===== src/rtl/gascon_pkg.sv =====
// Shared types and defaults for the Gascon multi-round sequencer.
package gascon_pkg;

   localparam int GASCON_CWIDTH     = 320;
   localparam int GASCON_RWIDTH     = 16;
   localparam int GASCON_NUM_ROUNDS = 12;
   localparam int GASCON_TIMEOUT    = 255;

   // Sequencer states: wait for input, reset core, run core, present result.
   typedef enum logic [1:0] {
      IDLE = 2'd0,
      CRST = 2'd1,
      CRUN = 2'd2,
      OUT  = 2'd3
   } seq_state_t;

   // Watchdog width large enough to hold the TIMEOUT terminal count.
   function automatic int wdog_width(input int timeout);
      return (timeout < 1) ? 1 : $clog2(timeout + 1);
   endfunction

endpackage


===== src/rtl/gascon_perm_seq_if.sv =====
// Input/output stream handshakes of the Gascon sequencer.
interface gascon_perm_seq_if #(
   parameter int CWIDTH = gascon_pkg::GASCON_CWIDTH,
   parameter int RWIDTH = gascon_pkg::GASCON_RWIDTH
) ();

   logic              in_valid;
   logic              in_ready;
   logic [CWIDTH-1:0] in_state;
   logic [RWIDTH-1:0] start_round;
   logic              out_valid;
   logic              out_ready;
   logic [CWIDTH-1:0] out_state;
   logic              error;

   // Producer of states and consumer of results.
   modport master (
      output in_valid, in_state, start_round, out_ready,
      input  in_ready, out_valid, out_state, error
   );

   // The sequencer side.
   modport slave (
      input  in_valid, in_state, start_round, out_ready,
      output in_ready, out_valid, out_state, error
   );

endinterface


===== src/rtl/gascon_watchdog.sv =====
// Loadable up-counter with clear/enable and a terminal-count flag.
module gascon_watchdog #(
   parameter int TIMEOUT = 255,
   parameter int WIDTH   = gascon_pkg::wdog_width(TIMEOUT)
) (
   input  logic             clk,
   input  logic             rst_n,
   input  logic             clr_i,
   input  logic             en_i,
   input  logic             load_i,
   input  logic [WIDTH-1:0] load_val_i,
   output logic             tc_o
);

   logic [WIDTH-1:0] cnt_q;

   // Count up while enabled; clear has priority over load, load over count.
   always_ff @(posedge clk or negedge rst_n) begin
      if (!rst_n) begin
         cnt_q <= '0;
      end else if (clr_i) begin
         cnt_q <= '0;
      end else if (load_i) begin
         cnt_q <= load_val_i;
      end else if (en_i) begin
         cnt_q <= cnt_q + WIDTH'(1);
      end
   end

   assign tc_o = (cnt_q == WIDTH'(TIMEOUT));

endmodule


===== src/rtl/gascon_perm_seq.sv =====
// Multi-round sequencer driving a single-round Gascon core.
// Each round: one CRST cycle (core held in reset) then CRUN until core_done
// or the watchdog expires. The round result is fed back through st_q.
module gascon_perm_seq
   import gascon_pkg::*;
#(
   parameter int CWIDTH     = GASCON_CWIDTH,
   parameter int RWIDTH     = GASCON_RWIDTH,
   parameter int NUM_ROUNDS = GASCON_NUM_ROUNDS,
   parameter int TIMEOUT    = GASCON_TIMEOUT
) (
   input  logic              clk,
   input  logic              reset_n,
   gascon_perm_seq_if.slave  bus,
   output logic              busy,
   output logic [CWIDTH-1:0] core_c,
   output logic [RWIDTH-1:0] core_round,
   output logic              core_en,
   output logic              core_reset,
   input  logic [CWIDTH-1:0] core_cout,
   input  logic              core_done
);

   localparam int                WDOG_W   = wdog_width(TIMEOUT);
   localparam logic [RWIDTH-1:0] LAST_RND = RWIDTH'(NUM_ROUNDS);

   seq_state_t        state_q;
   logic [CWIDTH-1:0] st_q;
   logic [RWIDTH-1:0] rnd_q;
   logic              err_q;
   logic              in_ready_q;
   logic              out_valid_q;
   logic              busy_q;
   logic              core_en_q;
   logic              core_reset_q;

   logic [RWIDTH-1:0] rnd_d;
   logic              wdog_clr;
   logic              wdog_en;
   logic              wdog_tc;

   assign rnd_d    = rnd_q + RWIDTH'(1);
   assign wdog_clr = (state_q == CRST);
   assign wdog_en  = (state_q == CRUN);

   gascon_watchdog #(
      .TIMEOUT (TIMEOUT),
      .WIDTH   (WDOG_W)
   ) u_wdog (
      .clk        (clk),
      .rst_n      (reset_n),
      .clr_i      (wdog_clr),
      .en_i       (wdog_en),
      .load_i     (1'b0),
      .load_val_i ('0),
      .tc_o       (wdog_tc)
   );

   // Sequencer FSM with registered handshake and core-control outputs.
   always_ff @(posedge clk or negedge reset_n) begin
      if (!reset_n) begin
         state_q      <= IDLE;
         // NOTE: the wide state register is reset too, because out_state and
         // core_c must read zero while reset_n is low.
         st_q         <= '0;
         rnd_q        <= '0;
         err_q        <= 1'b0;
         in_ready_q   <= 1'b0;
         out_valid_q  <= 1'b0;
         busy_q       <= 1'b0;
         core_en_q    <= 1'b0;
         core_reset_q <= 1'b1;
      end else begin
         // NOTE: non-blocking assignments throughout, so every decision below
         // sees the pre-edge register values regardless of statement order.
         case (state_q)
            IDLE: begin
               if (in_ready_q && bus.in_valid) begin
                  st_q       <= bus.in_state;
                  rnd_q      <= bus.start_round;
                  err_q      <= 1'b0;
                  in_ready_q <= 1'b0;
                  busy_q     <= 1'b1;
                  if (bus.start_round >= LAST_RND) begin
                     state_q     <= OUT;
                     out_valid_q <= 1'b1;
                  end else begin
                     state_q <= CRST;
                  end
               end else begin
                  in_ready_q <= 1'b1;
               end
            end

            CRST: begin
               state_q      <= CRUN;
               core_en_q    <= 1'b1;
               core_reset_q <= 1'b0;
            end

            CRUN: begin
               if (core_done) begin
                  st_q         <= core_cout;
                  rnd_q        <= rnd_d;
                  core_en_q    <= 1'b0;
                  core_reset_q <= 1'b1;
                  if (rnd_d == LAST_RND) begin
                     state_q     <= OUT;
                     out_valid_q <= 1'b1;
                  end else begin
                     state_q <= CRST;
                  end
               end else if (wdog_tc) begin
                  err_q        <= 1'b1;
                  core_en_q    <= 1'b0;
                  core_reset_q <= 1'b1;
                  state_q      <= OUT;
                  out_valid_q  <= 1'b1;
               end
            end

            OUT: begin
               if (bus.out_ready) begin
                  state_q     <= IDLE;
                  out_valid_q <= 1'b0;
                  busy_q      <= 1'b0;
                  in_ready_q  <= 1'b1;
               end
            end

            default: begin
               state_q      <= IDLE;
               in_ready_q   <= 1'b0;
               out_valid_q  <= 1'b0;
               busy_q       <= 1'b0;
               core_en_q    <= 1'b0;
               core_reset_q <= 1'b1;
            end
         endcase
      end
   end

   assign bus.in_ready  = in_ready_q;
   assign bus.out_valid = out_valid_q;
   assign bus.out_state = st_q;
   assign bus.error     = err_q;
   assign busy          = busy_q;
   assign core_c        = st_q;
   assign core_round    = rnd_q;
   assign core_en       = core_en_q;
   // Core reset follows reset_n combinationally so the core is held from the
   // moment reset asserts, not from the next clock edge.
   assign core_reset    = core_reset_q | ~reset_n;

endmodule


===== src/flat_wrapper.sv =====
// flat-port wrapper written by rule: the top's interface ports become plain ports
module gascon_perm_seq_flat import gascon_pkg::*;
#(
   parameter int CWIDTH     = GASCON_CWIDTH,
   parameter int RWIDTH     = GASCON_RWIDTH,
   parameter int NUM_ROUNDS = GASCON_NUM_ROUNDS,
   parameter int TIMEOUT    = GASCON_TIMEOUT
)
  (clk, reset_n, busy, core_c, core_round, core_en, core_reset, core_cout, core_done, bus_in_valid, bus_in_state, bus_start_round, bus_out_ready, bus_in_ready, bus_out_valid, bus_out_state, bus_error);
  gascon_perm_seq_if #(.CWIDTH(CWIDTH), .RWIDTH(RWIDTH)) bus_i ();
  input  logic clk;
  input  logic reset_n;
  output logic busy;
  output logic [CWIDTH-1:0] core_c;
  output logic [RWIDTH-1:0] core_round;
  output logic core_en;
  output logic core_reset;
  input  logic [CWIDTH-1:0] core_cout;
  input  logic core_done;
  input wire logic [$bits(bus_i.in_valid)-1:0] bus_in_valid;
  input wire logic [$bits(bus_i.in_state)-1:0] bus_in_state;
  input wire logic [$bits(bus_i.start_round)-1:0] bus_start_round;
  input wire logic [$bits(bus_i.out_ready)-1:0] bus_out_ready;
  output wire logic [$bits(bus_i.in_ready)-1:0] bus_in_ready;
  output wire logic [$bits(bus_i.out_valid)-1:0] bus_out_valid;
  output wire logic [$bits(bus_i.out_state)-1:0] bus_out_state;
  output wire logic [$bits(bus_i.error)-1:0] bus_error;
  assign bus_i.in_valid = bus_in_valid;
  assign bus_i.in_state = bus_in_state;
  assign bus_i.start_round = bus_start_round;
  assign bus_i.out_ready = bus_out_ready;
  assign bus_in_ready = bus_i.in_ready;
  assign bus_out_valid = bus_i.out_valid;
  assign bus_out_state = bus_i.out_state;
  assign bus_error = bus_i.error;
  gascon_perm_seq #(.CWIDTH(CWIDTH), .RWIDTH(RWIDTH), .NUM_ROUNDS(NUM_ROUNDS), .TIMEOUT(TIMEOUT)) u_core (.clk(clk), .reset_n(reset_n), .bus(bus_i), .busy(busy), .core_c(core_c), .core_round(core_round), .core_en(core_en), .core_reset(core_reset), .core_cout(core_cout), .core_done(core_done));
endmodule

===== config.mk =====
export PLATFORM = sky130hd
export DESIGN_NAME = gascon_perm_seq_flat
export DESIGN_NICKNAME = d
export VERILOG_FILES = /design/src/rtl/gascon_pkg.sv /design/src/rtl/gascon_perm_seq_if.sv /design/src/rtl/gascon_watchdog.sv /design/src/rtl/gascon_perm_seq.sv /design/src/flat_wrapper.sv
export SDC_FILE = /design/constraint.sdc
export NUM_CORES = 1
export LEC_CHECK = 0
export BUFFER_PORTS_ARGS = -buffer_cell sky130_fd_sc_hd__buf_2
export CAP_MARGIN = 20
export CORE_AREA = 2 2 515 517
export CTS_CLUSTER_SIZE = 28
export DETAILED_ROUTE_END_ITERATION = 12
export DIE_AREA = 0 0 517 519
export PLACE_DENSITY = 0.31
export SYNTH_ARGS = -nofsm -noshare
export SYNTH_HDL_FRONTEND = slang
export SYNTH_SLANG_ARGS = --single-unit

===== constraint.sdc =====
create_clock -name clk -period 2.09 [get_ports clk]
set_clock_uncertainty 0.05 [all_clocks]
set_input_delay 0.418 -clock clk [delete_from_list [all_inputs] [get_ports clk]]
set_output_delay 0.418 -clock clk [all_outputs]
set_load 0.05 [all_outputs]

Yosys cells after proc, flatten, opt, wreduce, memory -nomap -nowiden
Cells that the tools add are included.
W data, S select, Z words.
{"block": "totals", "register_bits": 352, "in_bits": 661, "word_cells": 76}
{"block": "classes", "add_sub_neg": 2, "n_lt_le_gt_ge": 1, "eq_ne": 13, "mux": 35, "bitwise": 2, "n_reduce_logical": 13}
{"cell": "$mux W320", "count": 2}
{"cell": "$pmux W320 S2", "count": 1}
{"cell": "$mux W16", "count": 2}
{"cell": "$pmux W16 S2", "count": 1}
{"cell": "$add A16 B1 Y16 const B", "count": 1}
{"cell": "$eq A16 B4 Y1 const B", "count": 1}
{"cell": "$ge A16 B4 Y1 const B", "count": 1}
{"cell": "$mux W8", "count": 2}
{"cell": "$mux W1", "count": 14}
{"cell": "$mux W2", "count": 6}
{"cell": "$pmux W1 S2", "count": 5}
{"cell": "$reduce_and A3 Y1", "count": 3}
{"cell": "$add A8 B1 Y8 const B", "count": 1}
{"cell": "$eq A8 B8 Y1 const B", "count": 1}
{"cell": "$pmux W2 S4", "count": 1}
{"cell": "$ne A2 B1 Y1 const B", "count": 3}
{"cell": "$ne A2 B2 Y1 const B", "count": 3}
{"cell": "$ne A3 B2 Y1 const B", "count": 2}
{"cell": "$reduce_and A6 Y1", "count": 1}
{"cell": "$reduce_bool A2 Y1", "count": 3}
{"cell": "$eq A2 B2 Y1 const B", "count": 2}
{"cell": "$reduce_and A2 Y1", "count": 2}
{"cell": "$reduce_and A4 Y1", "count": 1}
{"cell": "$pmux W1 S3", "count": 1}
{"cell": "6 further kinds", "count": 6}

Longest topological paths before layout
Gate-level depths: netlist of the first run.
{"block": "depth", "depth_word": 5, "mapped_depth": 10, "ltp_nobuf": 8}

Cells and area by module
A second synthesis of the first run with hierarchy kept.
{"block": "hier_totals", "cells_unflattened": 1975, "hier_area_um2": 19055.8}
{"module": "gascon_perm_seq", "instances": 1, "cells_per_inst": 1925, "area_each_um2": 18602.8, "seq_area_each_um2": 8609.5}
{"module": "gascon_watchdog", "instances": 1, "cells_per_inst": 50, "area_each_um2": 452.9, "seq_area_each_um2": 200.2}

Worst setup path before layout of the first run
No wires, ideal clock.
{"block": "synth_timing", "kind": "register to register", "start": "register u_core.rnd_q[0] (netlist: u_core.core_round[0])", "end": "register u_core.out_valid_q (netlist: u_core.bus.out_valid)", "t_arrival_ps": 2045, "required_ps": 1916, "path_slack_ps": -129, "stages_incl_launch_ff": 8, "n_path_buf": 0, "period_less_slack_ps": 2219, "path_cell_list": "dfrtp_1 -> ha_1 -> nand4_2 -> nor2_1 -> or3_4 -> a211oi_2 -> o211ai_1 -> or2_1"}
{"block": "synth_between", "elab_chain_cells": 4}
{"element": "from (decl)", "line": "gascon_perm_seq.sv:29", "text": "logic [RWIDTH-1:0] rnd_q;"}
{"element": "from (signal assigned)", "line": "gascon_perm_seq.sv:80", "text": "rnd_q <= bus.start_round;"}
{"element": "from (signal assigned)", "line": "gascon_perm_seq.sv:104", "text": "rnd_q <= rnd_d;"}
{"element": "$add A16 B1 Y16", "line": "gascon_perm_seq.sv:42", "text": "assign rnd_d = rnd_q + RWIDTH'(1);"}
{"element": "$eq A16 B4 Y1", "line": "gascon_perm_seq.sv:107", "text": "if (rnd_d == LAST_RND) begin"}
{"element": "$ne A3 B2 Y1 (no source line)"}
{"element": "$reduce_and A6 Y1 (no source line)"}
{"element": "to (signal assigned)", "line": "gascon_perm_seq.sv:109", "text": "out_valid_q <= 1'b1;"}
{"element": "to (signal assigned)", "line": "gascon_perm_seq.sv:118", "text": "out_valid_q <= 1'b1;"}
{"element": "to (signal assigned)", "line": "gascon_perm_seq.sv:125", "text": "out_valid_q <= 1'b0;"}
{"element": "to (decl)", "line": "gascon_perm_seq.sv:32", "text": "logic out_valid_q;"}
Every way passes these cells.
A chain may end at the register's enable or synchronous reset.

Final worst setup path of the first run
{"block": "layout_timing", "start": "register u_core.state_q[1]", "end": "register u_core.rnd_q[3] (netlist: u_core.core_round[3])"}
{"block": "layout_between", "elab_chain_cells": 3, "word_cells_on_any_way": 7}
{"element": "from (decl)", "line": "gascon_perm_seq.sv:27", "text": "seq_state_t state_q;"}
{"element": "from (signal assigned)", "line": "gascon_perm_seq.sv:62", "text": "state_q <= IDLE;"}
{"element": "from (signal assigned)", "line": "gascon_perm_seq.sv:85", "text": "state_q <= OUT;"}
{"element": "from (signal assigned)", "line": "gascon_perm_seq.sv:88", "text": "state_q <= CRST;"}
{"element": "$eq A2 B2 Y1 / $logic_not A2 Y1 (equally long branches)", "line": "gascon_perm_seq.sv:76", "text": "case (state_q)"}
{"element": "$ne A2 B2 Y1 (no source line) (tied with other cells)"}
{"element": "$reduce_and A3 Y1 (no source line)"}
Parallel ways exist; a longest one is shown, timed or not.

==> flow_metrics.tcl, run 1 <==
set metrics [dict create \
    ant_nets 0 \
    fin_crit_ns 2.03 \
    layout_commonest_cell "buf_2" \
    firstDrtPassIters 5 \
    min_path_type "in2reg" \
    antenna_found_initial 143 \
    cp_slowest_stage_delay_ns 0.42 \
    final-hold-violation-count 0 \
    required_ns 2.63 \
    min_from "bus_in_state[307]" \
    multi_input_area_um2 7260 \
    r2r_slack_ns 0.06 \
    fmax_mhz 493 \
    critPathSlowestCell "dfrtp_1" \
    fin_area_um2 35900 \
    ioPinCount 1323 \
    core_area_um2 263000 \
    dieArea_um2 268000 \
    drive_gt1_share_pct 44.2 \
    cap_viol_max_count 0 \
    yosysSeqAreaShare_pct 46.4 \
    start_util_pct 7.21 \
    ys_ff_latch 352 \
    internal-power_w 0.0280 \
    nFillCells 30195 \
    cts_buffers 49 \
    rr_startpoint "u_core.state_q[1]" \
    track_usage_pct 10.9 \
    syn_nets 2612 \
    power.density_nw_per_um2 2020 \
    die_w_um 517 \
    cts_root_buf "clkbuf_16" \
    dpl-instance-area_um2 28500 \
    reg2reg_to "u_core.core_round[3]" \
    via_per_inst 2.90 \
    tightest_slew_ns 0.560 \
    grt_pass1_vias 20904 \
    drc_errors 0 \
    final_cell_mix "buf_2, dlygate4sd3_1, dfrtp_1, nand2_1, mux2i_1" \
    async_flop_share_pct 100 \
    crit_chain "inv_2, ha_4, or2_4, nand3_4, buf_12, clkbuf_16, nor2_1, mux2_2, a21oi_1" \
    seq_area_um2 8830 \
    cp.arrival_ns 2.57 \
    placementRows 189 \
    wl_per_cell_um 21.7 \
    whs_ns 0.0536 \
    status "complete, no violations" \
    wl_mm 156 \
    via_count 20854 \
    area_delta_synth_final_pct 89.1 \
    cts.sinks 352 \
    yosysWarnings 0 \
    final_max_slew_viol_count 0 \
    crit_path_end_kind "flop" \
    clkPwrFrac_pct 11.2 \
    grt_overflow 0 \
    final_nets 4238 \
    slew_headroom_pct 62.3 \
    setup_viol 0 \
    syn_inst 1945 \
    crit_path_start_kind "flop" \
    synth_area_um2 19000 \
    die_h_um 519 \
    yosys_most_used_dff "dfrtp_1" \
    htree_levels 2 \
    clock_path_buffers 3 \
    switchingPower_w 0.0445 \
    clkLatencyLatePin_ns 0.67 \
    reg2reg_depth 9 \
    clk_pin_slew_ns 0.06 \
    port_buffers 1322 \
    hold_path_depth 3 \
    grt_pass1_wl_mm 196 \
    combPwrFrac_pct 69.0 \
    cts_tree "done" \
    pwr-share-seq_pct 19.7 \
    grt_max_degree 59 \
    rsz0062_at_grt "yes" \
    place_congestion 0.855 \
    syn-mean-instance-area_um2 9.76 \
    holdPathEnd "u_core.bus.out_state[307]" \
    swShare_pct 61.4 \
    synth_cell_types 52 \
    crit_fanout 8 \
    critPathKind "reg2reg" \
    peakVddDrop_v 0.00121 \
    leakage_nw 16.5 \
    finalCritPeriodShare_pct 97.1 \
    drt_iter0_markers 946 \
    synth_edf_count 0 \
    dp_hpwl_mm 132 \
]
-- cell families (layout without fill, tap and decap cells) --
| group | after synthesis | count (layout) | share of synthesized area (%) |
|---|---|---|---|
| mux | 328 | 328 | 17.3 |
| flops | 352 | 352 | 46.4 |
| buf+inv | 450 | 2115 | 15.8 |
| simple gates | 409 | 409 | 9.09 |
| fa+ha+maj | 6 | 6 | 0.395 |
| other cells | 0 | 41 | 0 |
| compound gates | 395 | 395 | 10.8 |
| xor+xnor | 5 | 5 | 0.231 |
-- metrics by stage --
stage          std cells  worst slack [ns]  power, W  setup TNS [ns]  utilization, %
2_1_floorplan       1945           0.00592    0.0500               0               -
3_3_place_gp        6505           -0.0984    0.0624          -0.437            10.8
3_5_place_dp        6505           -0.0640    0.0625          -0.621            10.8
4_1_cts             7134           0.00301    0.0727               0            13.5
5_1_grt             7166           -0.0483    0.0765           -1.03            13.6
6_report            7184            0.0605    0.0725               0            13.6
-- power by group through the flow --
| stage | logic (W) | clock network [W] | registers [W] |
|---|---|---|---|
| 6_report | 0.0500 | 0.00812 | 0.0143 |
| 5_1_grt | 0.0530 | 0.00876 | 0.0147 |
| 4_1_cts | 0.0498 | 0.00856 | 0.0144 |
| 3_5_place_dp | 0.0482 | 0 | 0.0144 |
| 3_3_place_gp | 0.0481 | 0 | 0.0143 |
| 2_1_floorplan | 0.0260 | 0 | 0.0240 |
-- worst max-delay path: cells and delay by family, from the launching register on --
family,cells,cell delay [ns]
AOI/OAI and AO/OA,1,0.13
and+or+nand+nor,3,0.50
muxes,1,0.26
adders and majority gates,1,0.18
buffers and inverters,3,0.41
DFF,1,0.42
-- sequential cells by signal, summed over array words and instances (netlist names) --
register              flops
u_core.core_reset_q       1
u_core.bus.out_state    320
u_core.busy               1
u_core.state_q            2
u_core.bus.out_valid      1
u_core.u_wdog.cnt_q       8
u_core.bus.in_ready       1
u_core.bus.error          1
u_core.core_round        16
u_core.core_en            1
-- worst max path at each step --
stage	start	end	slack (ns)	depth (start not counted)
after floorplan	u_core.core_round[0]	u_core.bus.out_valid	0.006	7
after global placement	bus_start_round[12]	u_core.bus.out_valid	-0.1	7
after detailed placement	u_core.state_q[1]	u_core.bus.out_state[82]	-0.06	8
after CTS	u_core.bus.out_state[203]	bus_out_state[203]	0.003	1
after global routing	u_core.state_q[0]	u_core.bus.out_state[270]	-0.05	9
final	u_core.state_q[1]	u_core.core_round[3]	0.06	9
-- routing by layer --
metal,track usage (%),wire (µm),part of all wire (%)
met5,0,510,0.33
met4,4.40,6910,4.4
met3,3.94,14200,9.1
met2,18.1,71300,46
met1,12.7,63000,40
-- final cells by class --
cell class / instances / area share, %
antenna: 41 / 0.286
clock buffer: 76 / 3.81
clock inverter: 14 / 0.282
inverter: 10 / 0.105
multi-input combinational: 1143 / 20.2
sequential: 352 / 24.6
tap: 3533 / 12.3
timing repair buffer: 2015 / 38.4
-- cell usage after synthesis, drive strengths merged, types with 2 or more instances --
library cell | number | area [µm²]
nor4 | 6 | 37.5
nand4 | 6 | 50.0
dfrtp | 351 | 8780
or3 | 3 | 23.8
mux2i | 324 | 3240
nor2 | 13 | 48.8
buf | 384 | 2740
ha | 6 | 75.1
nand3 | 21 | 128
clkbuf | 56 | 220
nand2b | 4 | 25.0
nor3b | 2 | 15.0
or2 | 2 | 12.5
mux2 | 4 | 45.0
nor3 | 5 | 46.3
a21o | 2 | 15.0
o22ai | 18 | 113
a31oi | 2 | 12.5
o21ai | 339 | 1700
nand2 | 337 | 1260
o211ai | 2 | 15.0
a21oi | 24 | 120
a211oi | 4 | 40.0
xnor2 | 3 | 26.3
and3 | 3 | 20.0
inv | 10 | 37.5
xor2 | 2 | 17.5
-- what timing repair did --
| action | CTS | global route |
|---|---|---|
| endpoints found under the hold margin | 418 | 0 |
| pin swaps | 0 | 6 |
| cloned | 2 | 3 |
| buffers inserted | 2 | 6 |
| hold buffers | 535 | 0 |
| resized for setup | 33 | 60 |
| setup endpoints to repair | 45 | 110 |
Note: power is estimated with default switching activity, not from simulation.
==> run 2, diff against run 1 <==
Settings changed: CORE_AREA 2 2 515 517 to 2 2 520 522, DIE_AREA 0 0 517 519 to 0 0 522 524, PLACE_DENSITY 0.31 to 0.3.
Clock period 2.09 ns to 1.9 ns, I/O delays scaled along.
==> run 2 against run 1 <==
Against the previous run:
- the run now ends with negative setup slack left
- first-iteration DRC count is 21% lower
- largest power group unchanged
- flip-flop and latch count stayed put
- largest cell class unchanged
- die area rose by 1.9%
- core utilization grew 1.2 points
- total power up 27%
- clock-buffer cell count fell by 7
- worst setup slack got worse by 0.17 ns
- non-clock buffer count increased by 137
- clock power is 23% higher
- cell count is 1.9% higher
- maximum frequency rose by 0.98%
- design area increased by 10%
==> flow_metrics.tcl, run 2 (synthesized netlist as in run 1, its figures left out) <==
set metrics [dict create \
    cp.arrival_ns 2.53 \
    cts_root_buf "clkbuf_16" \
    clk_pin_slew_ns 0.06 \
    grt_overflow 0 \
    crit_path_start_kind "flop" \
    crit_fanout 16 \
    grt_max_degree 67 \
    final_cells 7324 \
    cts_buffers 50 \
    leakage_nw 18.1 \
    crit_path_end_kind "flop" \
    crit_chain "inv_2, buf_6, ha_4, or2_4, nand3_4, buf_12, buf_16, clkbuf_16, nand2_1, o21ai_1" \
    clkLatencyLatePin_ns 0.65 \
    nFillCells 30205 \
    drive_gt1_share_pct 49.9 \
    drt_iter0_markers 743 \
    critPathSlowestCell "dfrtp_1" \
    final_nets 4376 \
    slew_headroom_pct 57.1 \
    fmax_mhz 498 \
    grt_pass1_vias 21469 \
    area_delta_synth_final_pct 109 \
    place_congestion 0.835 \
    drc_errors 0 \
    layout_commonest_cell "buf_2" \
    required_ns 2.42 \
    cp_slowest_stage_delay_ns 0.36 \
    min_path_type "in2reg" \
    wl_per_cell_um 21.5 \
    fin_crit_ns 2.01 \
    die_h_um 524 \
    core_area_um2 267000 \
    wl_mm 157 \
    status "complete, but fails checks" \
    path_buf_inv 5 \
    setup_viol 204 \
    dp_hpwl_mm 124 \
    ioPinCount 1323 \
    p_total_w 0.0917 \
    dieArea_um2 274000 \
    cp_top_family "buffers and inverters" \
    setup-tns-final_ns -8.58 \
    port_buffers 1322 \
    htree_levels 2 \
    antenna_found_initial 106 \
    track_usage_pct 10.4 \
    final_max_slew_viol_count 0 \
    via_per_inst 2.95 \
    dpl-instance-area_um2 28700 \
    via_count 21618 \
    largest_reg_flops 320 \
    die_w_um 522 \
    final_cell_mix "buf_2, dlygate4sd3_1, dfrtp_1, mux2i_1, nand2_1" \
    finalCritPeriodShare_pct 106 \
    start_util_pct 7.10 \
    ant_nets 0 \
    failed_checks "negative setup slack" \
    power.density_nw_per_um2 2310 \
    peakVddDrop_v 0.00128 \
    clock_path_buffers 3 \
    grt_pass1_wl_mm 192 \
    cts_tree "done" \
    cts.sinks 352 \
    final-hold-violation-count 0 \
    fin_area_um2 39600 \
    firstDrtPassIters 4 \
    tightest_slew_ns 0.643 \
    fin_ws_ns -0.110 \
    placementRows 190 \
    cap_viol_max_count 0 \
    utilization_pct 14.8 \
    rsz0062_at_grt "yes" \
    dpl.cell_count 6543 \
    critPathKind "reg2reg" \
]
==> run 2: changes by cell type in the layout (fill, tap and decap cells not counted), moves of 35 or more <==
cell / previous run / this run
buf_2: 1299 / 1178
buf_4: 131 / 237
clkbuf_16: 52 / 87
nand2_1: 330 / 259
nand2_2: 7 / 55
o21ai_0: 312 / 189
o21ai_1: 26 / 107
o21ai_2: 1 / 43
==> run 2: repair_timing <==
item / in CTS / in global routing
endpoints found under the hold margin: 491 / 0
buffers inserted: 24 / 16
cloned: 12 / 47
setup endpoints to repair: 434 / 344
pin swaps: 9 / 45
hold buffers: 570 / 0
gates resized for setup: 326 / 341
==> run 2: final timing paths <==
path | slack, ns | startpoint | end | cells after the start
worst max-delay path | -0.11 | u_core.state_q[0] | u_core.bus.out_state[155] | 10
worst min-delay path | 0.05 | core_cout[105] | u_core.bus.out_state[105] | 3
worst max register to register | -0.11 | u_core.state_q[0] | u_core.bus.out_state[155] | 10
worst min register to register | 0.45 | u_core.bus.out_state[180] | u_core.bus.out_state[180] | 2
max in group asynchronous | 0.65 | reset_n | u_core.bus.out_state[218] | 5
min in group asynchronous | 0.49 | reset_n | u_core.bus.out_state[241] | 4
==> run 2: stage by stage <==
stage / hold slack (ns) / setup slack (ns)
after floorplan: 0.0344 / -0.0241
after global placement: 0.424 / -0.373
after detailed placement: 0.428 / -0.330
after CTS: 0.000591 / -0.0945
after global routing: 0.0137 / -0.191
final: 0.0467 / -0.110
==> run 2: worst reg2reg max path, stage by stage (launching register included) <==
cell and delay, ns:
dfrtp_1 0.36, inv_2 0.06, buf_6 0.11, ha_4 0.17
or2_4 0.25, nand3_4 0.16, buf_12 0.18, buf_16 0.19
clkbuf_16 0.26, nand2_1 0.06, o21ai_1 0.07
==> run 2: metal layers <==
layer	vias to the layer above	routed length [µm]	track usage, %
li1	9913	-	-
met1	10237	62700	11.9
met4	58	7300	4.42
met5	-	394	0
met3	283	11500	3.11
met2	1127	75300	17.8
==> run 2: cell type report <==
cell class	count	area (µm²)	area share, %
timing repair buffer	2152	16600	41.9
sequential	352	8850	22.3
multi-input combinational	1143	7940	20.0
tap	3552	4440	11.2
clock buffer	69	1470	3.70
clock inverter	18	234	0.590
antenna	28	70.1	0.177
inverter	10	37.5	0.0947
==> run 2: power breakdown <==
group | leakage [nW] | internal [W] | switching [W]
Combinational | 13.0 | 0.0215 | 0.0442
Clock | 0.832 | 0.00603 | 0.00401
Sequential | 4.30 | 0.0115 | 0.00445
Total | 18.1 | 0.0391 | 0.0527
==> run 3, diff against run 2 <==
Settings changed: CORE_AREA 2 2 520 522 to 2 2 517 519, DIE_AREA 0 0 522 524 to 0 0 519 521.
Clock period 1.9 ns to 2.6 ns, I/O delays scaled along.
==> run 3 against run 2 <==
Against the previous run:
- the flow now finishes without violations
- wire length shrank 6.1%
- die area is 1.1% lower
- via count down 14%
- largest cell class is now sequential cells
==> flow_metrics.tcl, run 3 (synthesized netlist as in run 1, its figures left out) <==
set metrics [dict create \
    clkLatencyLatePin_ns 0.66 \
    via_per_inst 2.83 \
    setup-tns-final_ns 0 \
    cts_buffers 50 \
    drt_iter0_markers 852 \
    cts_root_buf "clkbuf_16" \
    grt_max_degree 90 \
    crit_path_end_kind "primary output" \
    core_area_um2 264000 \
    whs_ns 0.0962 \
    wl_mm 148 \
    rsz0062_at_grt "no" \
    firstDrtPassIters 5 \
    critPathSlowestCell "dlygate4sd3_1" \
    fmax_mhz 426 \
    final_max_slew_viol_count 0 \
    status "complete, no violations" \
    final_nets 3634 \
    drive_gt1_share_pct 50.0 \
    grt_overflow 0 \
    clock_path_buffers 3 \
    drc_errors 0 \
    required_ns 2.03 \
    placementRows 189 \
    area_delta_synth_final_pct 56.6 \
    slew_headroom_pct 46.1 \
    antenna_found_initial 162 \
    critPathKind "in2out" \
    r2r_slack_ns 0.29 \
    wl_per_cell_um 22.5 \
    grt_pass1_wl_mm 188 \
    finalCritPeriodShare_pct 90.2 \
    final_cell_mix "buf_2, dfrtp_1, o21ai_0, nand2_1, mux2i_1" \
    die_w_um 519 \
    tightest_slew_ns 0.802 \
    cts_tree "done" \
    min_path_type "in2reg" \
    port_buffers 1322 \
    htree_levels 2 \
    crit_fanout 3 \
    cts.repair.resized 0 \
    final-hold-violation-count 0 \
    nFillCells 30659 \
    crit_path_start_kind "input port" \
    cap_viol_max_count 0 \
    ant_nets 0 \
    layout_commonest_cell "buf_2" \
    via_count 18596 \
    track_usage_pct 10.5 \
    dieArea_um2 270000 \
    multi_input_area_um2 7200 \
    cts.sinks 352 \
    setup_viol 0 \
    crit_chain "dlygate4sd3_1, buf_8, nand2_1, buf_2" \
    dp_hpwl_mm 128 \
    seq_area_um2 8810 \
    place_congestion 0.883 \
    cp.arrival_ns 1.78 \
    clk_pin_slew_ns 0.06 \
    start_util_pct 7.18 \
    cp_slowest_stage_delay_ns 0.57 \
    die_h_um 521 \
    grt_pass1_vias 18320 \
    largest_reg_flops 320 \
    ioPinCount 1323 \
    fin_crit_ns 2.35 \
]
[run 3: changes by cell type in the layout (fill, tap and decap cells not counted), moves of 36 or more]
cell / change
dlygate4sd3_1: -564
buf_4: -171
o21ai_0: +150
buf_2: +143
o21ai_1: -107
nand2_1: +78
nand2_2: -55
buf_6: -46
o21ai_2: -43
clkbuf_16: -36
[run 3: path summary, 6_finish.rpt]
check	depth (start not counted)	end	start
max in group asynchronous	4	u_core.bus.out_state[126]	reset_n
worst max-delay path	4	core_reset	reset_n
min in group asynchronous	3	u_core.bus.out_state[296]	reset_n
worst min register to register	2	u_core.core_reset_q	u_core.core_reset_q
worst max register to register	8	u_core.bus.out_state[85]	u_core.state_q[0]
worst min-delay path	3	u_core.bus.out_state[291]	bus_in_state[291]
[run 3: critical path, delay by kind of cell]
family	cells	cell delay [ns]
buffers and inverters	3	1.12
AND/OR/NAND/NOR	1	0.09
[run 3: timing repair]
| action | CTS | global route |
|---|---|---|
| setup buffers | 0 | 0 |
| hold buffers | 4 | 0 |
| endpoints found under the hold margin | 52 | 0 |
[run 3: per-stage QoR]
stage	cell area, µm²	std cells	setup WS [ns]	util [%]
after floorplan	19000	1945	0.381	-
after global placement	27900	6444	0.118	10.6
after detailed placement	27900	6444	0.125	10.6
after CTS	29600	6540	0.133	11.2
after global routing	29700	6553	0.0799	11.2
final	29700	6573	0.255	11.2
[run 3: cell type report]
type,count,share of cell area [%]
sequential,352,29.6
timing repair buffer,1410,25.3
multi-input combinational,1143,24.2
tap,3533,14.9
clock buffer,78,5.07
clock inverter,14,0.501
antenna,33,0.278
inverter,10,0.126
[run 3: routing by layer]
metal | vias to the layer above | GRT usage (%) | part of all wire [%]
met5 | - | 0 | 0.37
met4 | 84 | 3.42 | 3.5
met3 | 301 | 5.64 | 13
met2 | 1208 | 16.4 | 44
met1 | 8604 | 12.1 | 39
li1 | 8399 | - | -
Power of run 3 is not shown: default switching activity piles up to over one toggle a cycle in this logic, so the estimate is an artifact.
